<file path="config.mk">
export PLATFORM = sky130hd
export DESIGN_NAME = mem_access_stage
export DESIGN_NICKNAME = d
export VERILOG_FILES = /design/src/rtl/mem_access_stage.sv
export SDC_FILE = /design/constraint.sdc
export NUM_CORES = 1
export LEC_CHECK = 0
export BUFFER_PORTS_ARGS = -buffer_cell sky130_fd_sc_hd__buf_2
export CAP_MARGIN = 10
export CELL_PAD_IN_SITES_DETAIL_PLACEMENT = 0
export CELL_PAD_IN_SITES_GLOBAL_PLACEMENT = 1
export CORE_AREA = 2 2 181 183
export CTS_CLUSTER_SIZE = 8
export DETAILED_ROUTE_END_ITERATION = 10
export DIE_AREA = 0 0 183 185
export GPL_TIMING_DRIVEN = 0
export HOLD_SLACK_MARGIN = 0.02
export MAX_ROUTING_LAYER = met4
export PLACE_DENSITY = 0.71
export SYNTH_ARGS = -nofsm -noshare
export SYNTH_HDL_FRONTEND = slang
export SYNTH_SLANG_ARGS = --single-unit
</file>
<file path="constraint.sdc">
create_clock -name clk -period 2.5 [get_ports clk]
set_clock_uncertainty 0.2 [all_clocks]
set_input_delay 0.25 -clock clk [delete_from_list [all_inputs] [get_ports clk]]
set_output_delay 0.25 -clock clk [all_outputs]
set_load 0.01 [all_outputs]
</file>
<file path="src/rtl/mem_access_stage.sv">
// MEM stage of the NPC pipeline: holds one EX/MEM payload, runs a single data-memory
// request/response, extends load data and hands a MEM/WB payload to WBU.
module mem_access_stage #(
  parameter int ADDR_W = 32,
  parameter int XLEN   = 32
) (
  input  logic              clk,
  input  logic              rst,

  input  logic              s_valid,
  output logic              s_ready,
  input  logic [31:0]       in_pc,
  input  logic [31:0]       in_instr,
  input  logic [31:0]       in_pc_4,
  input  logic              in_reg_wen,
  input  logic [1:0]        in_wb_sel,
  input  logic [4:0]        in_reg_waddr,
  input  logic [XLEN-1:0]   in_alu_out,
  input  logic [XLEN-1:0]   in_store_data,
  input  logic              in_mem_ren,
  input  logic              in_mem_wen,
  input  logic [2:0]        in_funct3,
  input  logic              in_branch_taken,

  output logic              m_valid,
  input  logic              m_ready,
  output logic [31:0]       out_pc,
  output logic [31:0]       out_instr,
  output logic [31:0]       out_pc_4,
  output logic              out_reg_wen,
  output logic [1:0]        out_wb_sel,
  output logic [4:0]        out_reg_waddr,
  output logic [XLEN-1:0]   out_alu_out,
  output logic              out_branch_taken,
  output logic [XLEN-1:0]   out_mem_data,

  output logic              req_valid,
  input  logic              req_ready,
  output logic [ADDR_W-1:0] req_addr,
  output logic              req_wen,
  output logic [XLEN-1:0]   req_wdata,
  output logic [3:0]        req_wmask,
  input  logic              resp_valid,
  input  logic [XLEN-1:0]   resp_rdata,

  output logic [4:0]        fwd_reg_waddr,
  output logic              fwd_reg_wen,
  output logic              fwd_is_load
);

  typedef enum logic [1:0] {
    ST_IDLE,
    ST_REQ,
    ST_WAIT,
    ST_DONE
  } state_t;

  state_t r_state;
  state_t w_state_nxt;

  logic              w_accept;
  logic              w_in_is_mem;
  logic [XLEN-1:0]   w_wdata;
  logic [3:0]        w_wmask;
  logic [7:0]        w_rbyte;
  logic [15:0]       w_rhalf;
  logic [XLEN-1:0]   w_load_ext;

  logic [31:0]       r_pc;
  logic [31:0]       r_instr;
  logic [31:0]       r_pc_4;
  logic              r_reg_wen;
  logic [1:0]        r_wb_sel;
  logic [4:0]        r_reg_waddr;
  logic [XLEN-1:0]   r_alu_out;
  logic              r_mem_ren;
  logic              r_mem_wen;
  logic [2:0]        r_funct3;
  logic              r_branch_taken;
  logic [XLEN-1:0]   r_mem_data;
  logic [ADDR_W-1:0] r_req_addr;
  logic              r_req_wen;
  logic [XLEN-1:0]   r_req_wdata;
  logic [3:0]        r_req_wmask;

  assign w_accept    = s_valid & s_ready;
  assign w_in_is_mem = in_mem_ren | in_mem_wen;

  // NOTE: sequential state is updated with <= so every flop samples pre-edge values.
  always_ff @(posedge clk) begin
    if (rst) r_state <= ST_IDLE;
    else     r_state <= w_state_nxt;
  end

  // NOTE: default assignment first so no path leaves w_state_nxt unassigned (no latch).
  always_comb begin
    w_state_nxt = r_state;
    unique case (r_state)
      ST_IDLE: begin
        if (w_accept) w_state_nxt = w_in_is_mem ? ST_REQ : ST_DONE;
      end
      ST_REQ: begin
        if (req_ready) w_state_nxt = ST_WAIT;
      end
      ST_WAIT: begin
        if (resp_valid) w_state_nxt = ST_DONE;
      end
      ST_DONE: begin
        if (w_accept)     w_state_nxt = w_in_is_mem ? ST_REQ : ST_DONE;
        else if (m_ready) w_state_nxt = ST_IDLE;
      end
      default: w_state_nxt = ST_IDLE;
    endcase
  end

  always_comb begin
    s_ready       = (r_state == ST_IDLE) | ((r_state == ST_DONE) & m_ready);
    req_valid     = (r_state == ST_REQ);
    m_valid       = (r_state == ST_DONE);
    fwd_reg_waddr = (r_state != ST_IDLE) ? r_reg_waddr : 5'd0;
    fwd_reg_wen   = (r_state != ST_IDLE) & r_reg_wen;
    fwd_is_load   = r_mem_ren & ((r_state == ST_REQ) | (r_state == ST_WAIT));
  end

  // Store lanes are resolved at accept so the request stays stable while stalled.
  always_comb begin
    w_wdata = '0;
    w_wmask = '0;
    if (in_mem_wen) begin
      unique case (in_funct3[1:0])
        2'b00: begin
          w_wdata = {4{in_store_data[7:0]}};
          w_wmask = 4'b0001 << in_alu_out[1:0];
        end
        2'b01: begin
          w_wdata = {2{in_store_data[15:0]}};
          w_wmask = in_alu_out[1] ? 4'b1100 : 4'b0011;
        end
        default: begin
          w_wdata = in_store_data;
          w_wmask = 4'hF;
        end
      endcase
    end
  end

  always_comb begin
    unique case (r_alu_out[1:0])
      2'b00:   w_rbyte = resp_rdata[7:0];
      2'b01:   w_rbyte = resp_rdata[15:8];
      2'b10:   w_rbyte = resp_rdata[23:16];
      default: w_rbyte = resp_rdata[31:24];
    endcase
    w_rhalf = r_alu_out[1] ? resp_rdata[31:16] : resp_rdata[15:0];
    unique case (r_funct3)
      3'b000:  w_load_ext = {{24{w_rbyte[7]}}, w_rbyte};
      3'b001:  w_load_ext = {{16{w_rhalf[15]}}, w_rhalf};
      3'b100:  w_load_ext = {24'd0, w_rbyte};
      3'b101:  w_load_ext = {16'd0, w_rhalf};
      default: w_load_ext = resp_rdata;
    endcase
  end

  // NOTE: payload flops are reset because they drive outputs that must read 0 out of reset.
  always_ff @(posedge clk) begin
    if (rst) begin
      r_pc           <= '0;
      r_instr        <= '0;
      r_pc_4         <= '0;
      r_reg_wen      <= 1'b0;
      r_wb_sel       <= '0;
      r_reg_waddr    <= '0;
      r_alu_out      <= '0;
      r_mem_ren      <= 1'b0;
      r_mem_wen      <= 1'b0;
      r_funct3       <= '0;
      r_branch_taken <= 1'b0;
      r_mem_data     <= '0;
      r_req_addr     <= '0;
      r_req_wen      <= 1'b0;
      r_req_wdata    <= '0;
      r_req_wmask    <= '0;
    end else if (w_accept) begin
      r_pc           <= in_pc;
      r_instr        <= in_instr;
      r_pc_4         <= in_pc_4;
      r_reg_wen      <= in_reg_wen;
      r_wb_sel       <= in_wb_sel;
      r_reg_waddr    <= in_reg_waddr;
      r_alu_out      <= in_alu_out;
      r_mem_ren      <= in_mem_ren;
      r_mem_wen      <= in_mem_wen;
      r_funct3       <= in_funct3;
      r_branch_taken <= in_branch_taken;
      r_mem_data     <= '0;
      r_req_addr     <= {in_alu_out[ADDR_W-1:2], 2'b00};
      r_req_wen      <= in_mem_wen;
      r_req_wdata    <= w_wdata;
      r_req_wmask    <= w_wmask;
    end else if ((r_state == ST_WAIT) && resp_valid && r_mem_ren && !r_mem_wen) begin
      r_mem_data     <= w_load_ext;
    end
  end

  assign out_pc           = r_pc;
  assign out_instr        = r_instr;
  assign out_pc_4         = r_pc_4;
  assign out_reg_wen      = r_reg_wen;
  assign out_wb_sel       = r_wb_sel;
  assign out_reg_waddr    = r_reg_waddr;
  assign out_alu_out      = r_alu_out;
  assign out_branch_taken = r_branch_taken;
  assign out_mem_data     = r_mem_data;
  assign req_addr         = r_req_addr;
  assign req_wen          = r_req_wen;
  assign req_wdata        = r_req_wdata;
  assign req_wmask        = r_req_wmask;

endmodule
</file>
==> flow_metrics.env <==
export IMPL_power_density_mw_per_mm2=812
export IMPL_nNetsFinal=1996
export IMPL_end_kind="flop"
export IMPL_pwr_share_comb=0.333
export IMPL_clock_root_buffer="clkbuf_16"
export IMPL_crit_fanout=4
export IMPL_rsz0062_at_grt="true"
export IMPL_grt_usage=0.210
export IMPL_netlist_area_mm2=0.00871
export IMPL_ys_seq_area_frac=0.487
export IMPL_slew_headroom=0.521
export IMPL_dr_pass1_iters=5
export IMPL_maxCapViolations=0
export IMPL_cts_tree="yes"
export IMPL_min_path_cells=3
export IMPL_area_growth_pct=66.3
export IMPL_reg2reg_depth=7
export IMPL_fmax_mhz=416
export IMPL_antenna_found_initial=1
export IMPL_start_util=0.272
export IMPL_grt_pass1_vias=10100
export IMPL_required_ns=2.79
export IMPL_hpwl_mm=26.7
export IMPL_vias_per_cell=4.63
export IMPL_worst_slew_pin_transition_ns=0.718
export IMPL_drtIter0Drc=440
export IMPL_grt_first_pass_wirelength_mm=55.2
export IMPL_ios=460
export IMPL_row_count=66
export IMPL_pre_cts_slack_ns=-0.0508
export IMPL_intPower_mw=7.64
export IMPL_startpoint="r_state[1]$_SDFFE_PP0P_"
export IMPL_h_tree_depth=1
export IMPL_clock_insertion_delay_worst_skew_ns=0.55
export IMPL_hp_class="in -> reg"
export IMPL_p_leak_nw=6.74
export IMPL_multiInputGateArea_mm2=0.00381
export IMPL_drcViolationCount=0
export IMPL_ff_latch_area_mm2=0.00425
export IMPL_arrival_ns=2.70
export IMPL_swShare=0.351
export IMPL_clock_path_buffers=3
export IMPL_gp_congestion=0.918
export IMPL_setup_tns_ns=0
export IMPL_hold_viol_final=0
export IMPL_p_seq_frac=0.360
export IMPL_slew_viol_final=0
export IMPL_cts_buffers=30
export IMPL_yosysWarnings=0
export IMPL_die_area_mm2=0.0339
export IMPL_fillers=3275
export IMPL_drive_gt1_frac=0.337
export IMPL_synth_edf_count=0
export IMPL_reg2reg_to="r_state[1]$_SDFFE_PP0P_"
export IMPL_peakVddDrop_mv=0.517
export IMPL_min_period_ns=2.41
export IMPL_grt_max_degree=16
export IMPL_r2r_start="r_state[1]$_SDFFE_PP0P_"
export IMPL_clkSinkCount=212
export IMPL_chipHeight_um=185
export IMPL_rrSetupSlack_ns=0.09
export IMPL_syn_inst=1076
export IMPL_overflow=0
export IMPL_syn_area_per_cell_um2=8.10
export IMPL_hold_end="req_wdata[9]$_SDFFE_PP0N_"
export IMPL_vias=10200
export IMPL_wl_mm=36.6
export IMPL_worst_hold_slack_ns=0.0531
export IMPL_p_sw_mw=4.13
export IMPL_clk_pin_slew_worst_paths_ns=0.06
export IMPL_ant_nets=0
export IMPL_core_mm2=0.0320
export IMPL_timing_final_crit_share=0.962
export IMPL_synth_cell_types=44
export IMPL_status="finished, final reports clean"
export IMPL_synth_ff_type="dfxtp_1"
export IMPL_setup_viol=0
export IMPL_hold_start="in_funct3[1]"
export IMPL_async_flop_share=0
export IMPL_ys_ff_latch=212
export IMPL_die_w_um=183
export IMPL_p_clk_frac=0.307
export IMPL_fin_util=0.452
export IMPL_wl_per_cell_um=16.7
export IMPL_critPathKind="reg -> reg"
export IMPL_io_buffers=456
export IMPL_worst_slack_ns=0.0939
export IMPL_crit_path_start_kind="flop"
## timing repair
action	4_1_cts	5_1_grt
endpoints found under the setup margin	6	46
setup buffers	0	0
endpoints found under the hold margin	210	0
hold buffers	215	0
resized for setup	1	17
## power groups by stage
stage	Combinational [mW]	Sequential [mW]	Clock, mW
after CTS	3.91	4.24	3.74
after floorplan	1.86	4.49	0
after global placement	3.61	4.28	0
after detailed placement	3.62	4.30	0
final	3.91	4.24	3.61
after global routing	4.32	4.30	3.84
## state kept, by name, indices dropped and copies added (netlist names), 2 cells and up
name / cells
out_pc: 32
req_wmask: 4
out_alu_out: 32
r_funct3: 3
out_reg_waddr: 5
out_mem_data: 32
out_pc_4: 32
req_wdata: 32
out_instr: 32
out_wb_sel: 2
r_state: 2
## kinds of logic (layout without fill, tap and decap cells)
family                   Yosys count  in the layout  synth area share
flip-flops                       212            212             0.487
multiplexers                      26             26            0.0317
adder cells (fa/ha/maj)            4              4           0.00574
other                              1              4          0.000430
AO/OA/AOI/OAI                    272            272             0.193
AND/OR/NAND/NOR                  432            432             0.205
buffers and inverters            129            833            0.0771
## through the flow
step	instances	cell area (um^2)	power, mW
5_1_grt	2190	14500	12.5
6_report	2191	14500	11.8
3_3_place_gp	1941	11500	7.89
4_1_cts	2189	14500	11.9
2_1_floorplan	1077	8720	6.34
3_5_place_dp	1941	11500	7.92
## critical path, cell delays in order (launching register included)
cell and delay, ns:
dfxtp_1 0.38, inv_1 0.10, ha_1 0.21, or3b_2 0.46, o2111ai_2 0.15, nor2_1 0.11
a211oi_2 0.18, dlygate4sd3_1 0.56
## placed cells by master, fill, tap and decap left out, drive strengths merged, types with 8 or more instances in the layout
master / count
nand3b: 8
a41oi: 16
buf: 520
nor3: 9
nand2: 356
clkbuf: 85
nor2b: 19
mux2i: 13
nor2: 11
mux2: 13
a221oi: 8
a22o: 8
dfxtp: 212
dlygate4sd3: 215
a21oi: 156
nand3: 16
inv: 12
o21ai: 43
o211ai: 23
## how the worst max path moves through the flow
stage / to / slack (ns) / cells past startpoint
floorplan: r_funct3[1]$_SDFFE_PP0N_ / 0.55 / 9
global placement: out_alu_out[1]$_SDFFE_PP0N_ / -0.06 / 5
detailed placement: out_alu_out[4]$_SDFFE_PP0N_ / -0.05 / 5
CTS: out_mem_data[14]$_SDFFE_PP0P_ / 0.007 / 6
global route: r_state[1]$_SDFFE_PP0P_ / -0.007 / 7
finish: r_state[1]$_SDFFE_PP0P_ / 0.09 / 7
## synth_stat cells, types with 7 or more instances
master,number,area [um^2]
a221oi_1,8,70.1
a22o_1,8,70.1
clkbuf_1,51,191
o21ai_0,43,215
nand3_1,16,80.1
o211ai_1,23,173
a21oi_1,155,776
a41oi_2,9,146
nand2_1,354,1330
nor3_1,9,45.0
buf_2,27,135
dfxtp_1,212,4240
mux2i_1,13,130
mux2_2,13,146
nand3b_1,8,60.1
a41oi_1,7,61.3
nor2b_1,19,119
a31o_2,7,61.3
nor2_1,11,41.3
buf_4,35,263
inv_1,12,45.0
## routing by layer
metal / vias up / wire, um / track usage
met5: - / 0 / -
met4: 0 / 787 / 0.0512
met3: 56 / 2250 / 0.0397
met2: 355 / 18000 / 0.366
met1: 4751 / 15500 / 0.250
li1: 4993 / - / -
## layout make-up
type / count / share of cell area
Clock inverter: 1 / 0.00112
Sequential cell: 212 / 0.293
Tap cell: 408 / 0.0352
Inverter: 12 / 0.00311
Timing Repair Buffer: 671 / 0.306
Multi-Input combinational cell: 736 / 0.263
Clock buffer: 32 / 0.0537
Antenna cell: 2 / 0.000346
Buffer: 117 / 0.0443
No activity file was read; power rests on OpenSTA's default activity.
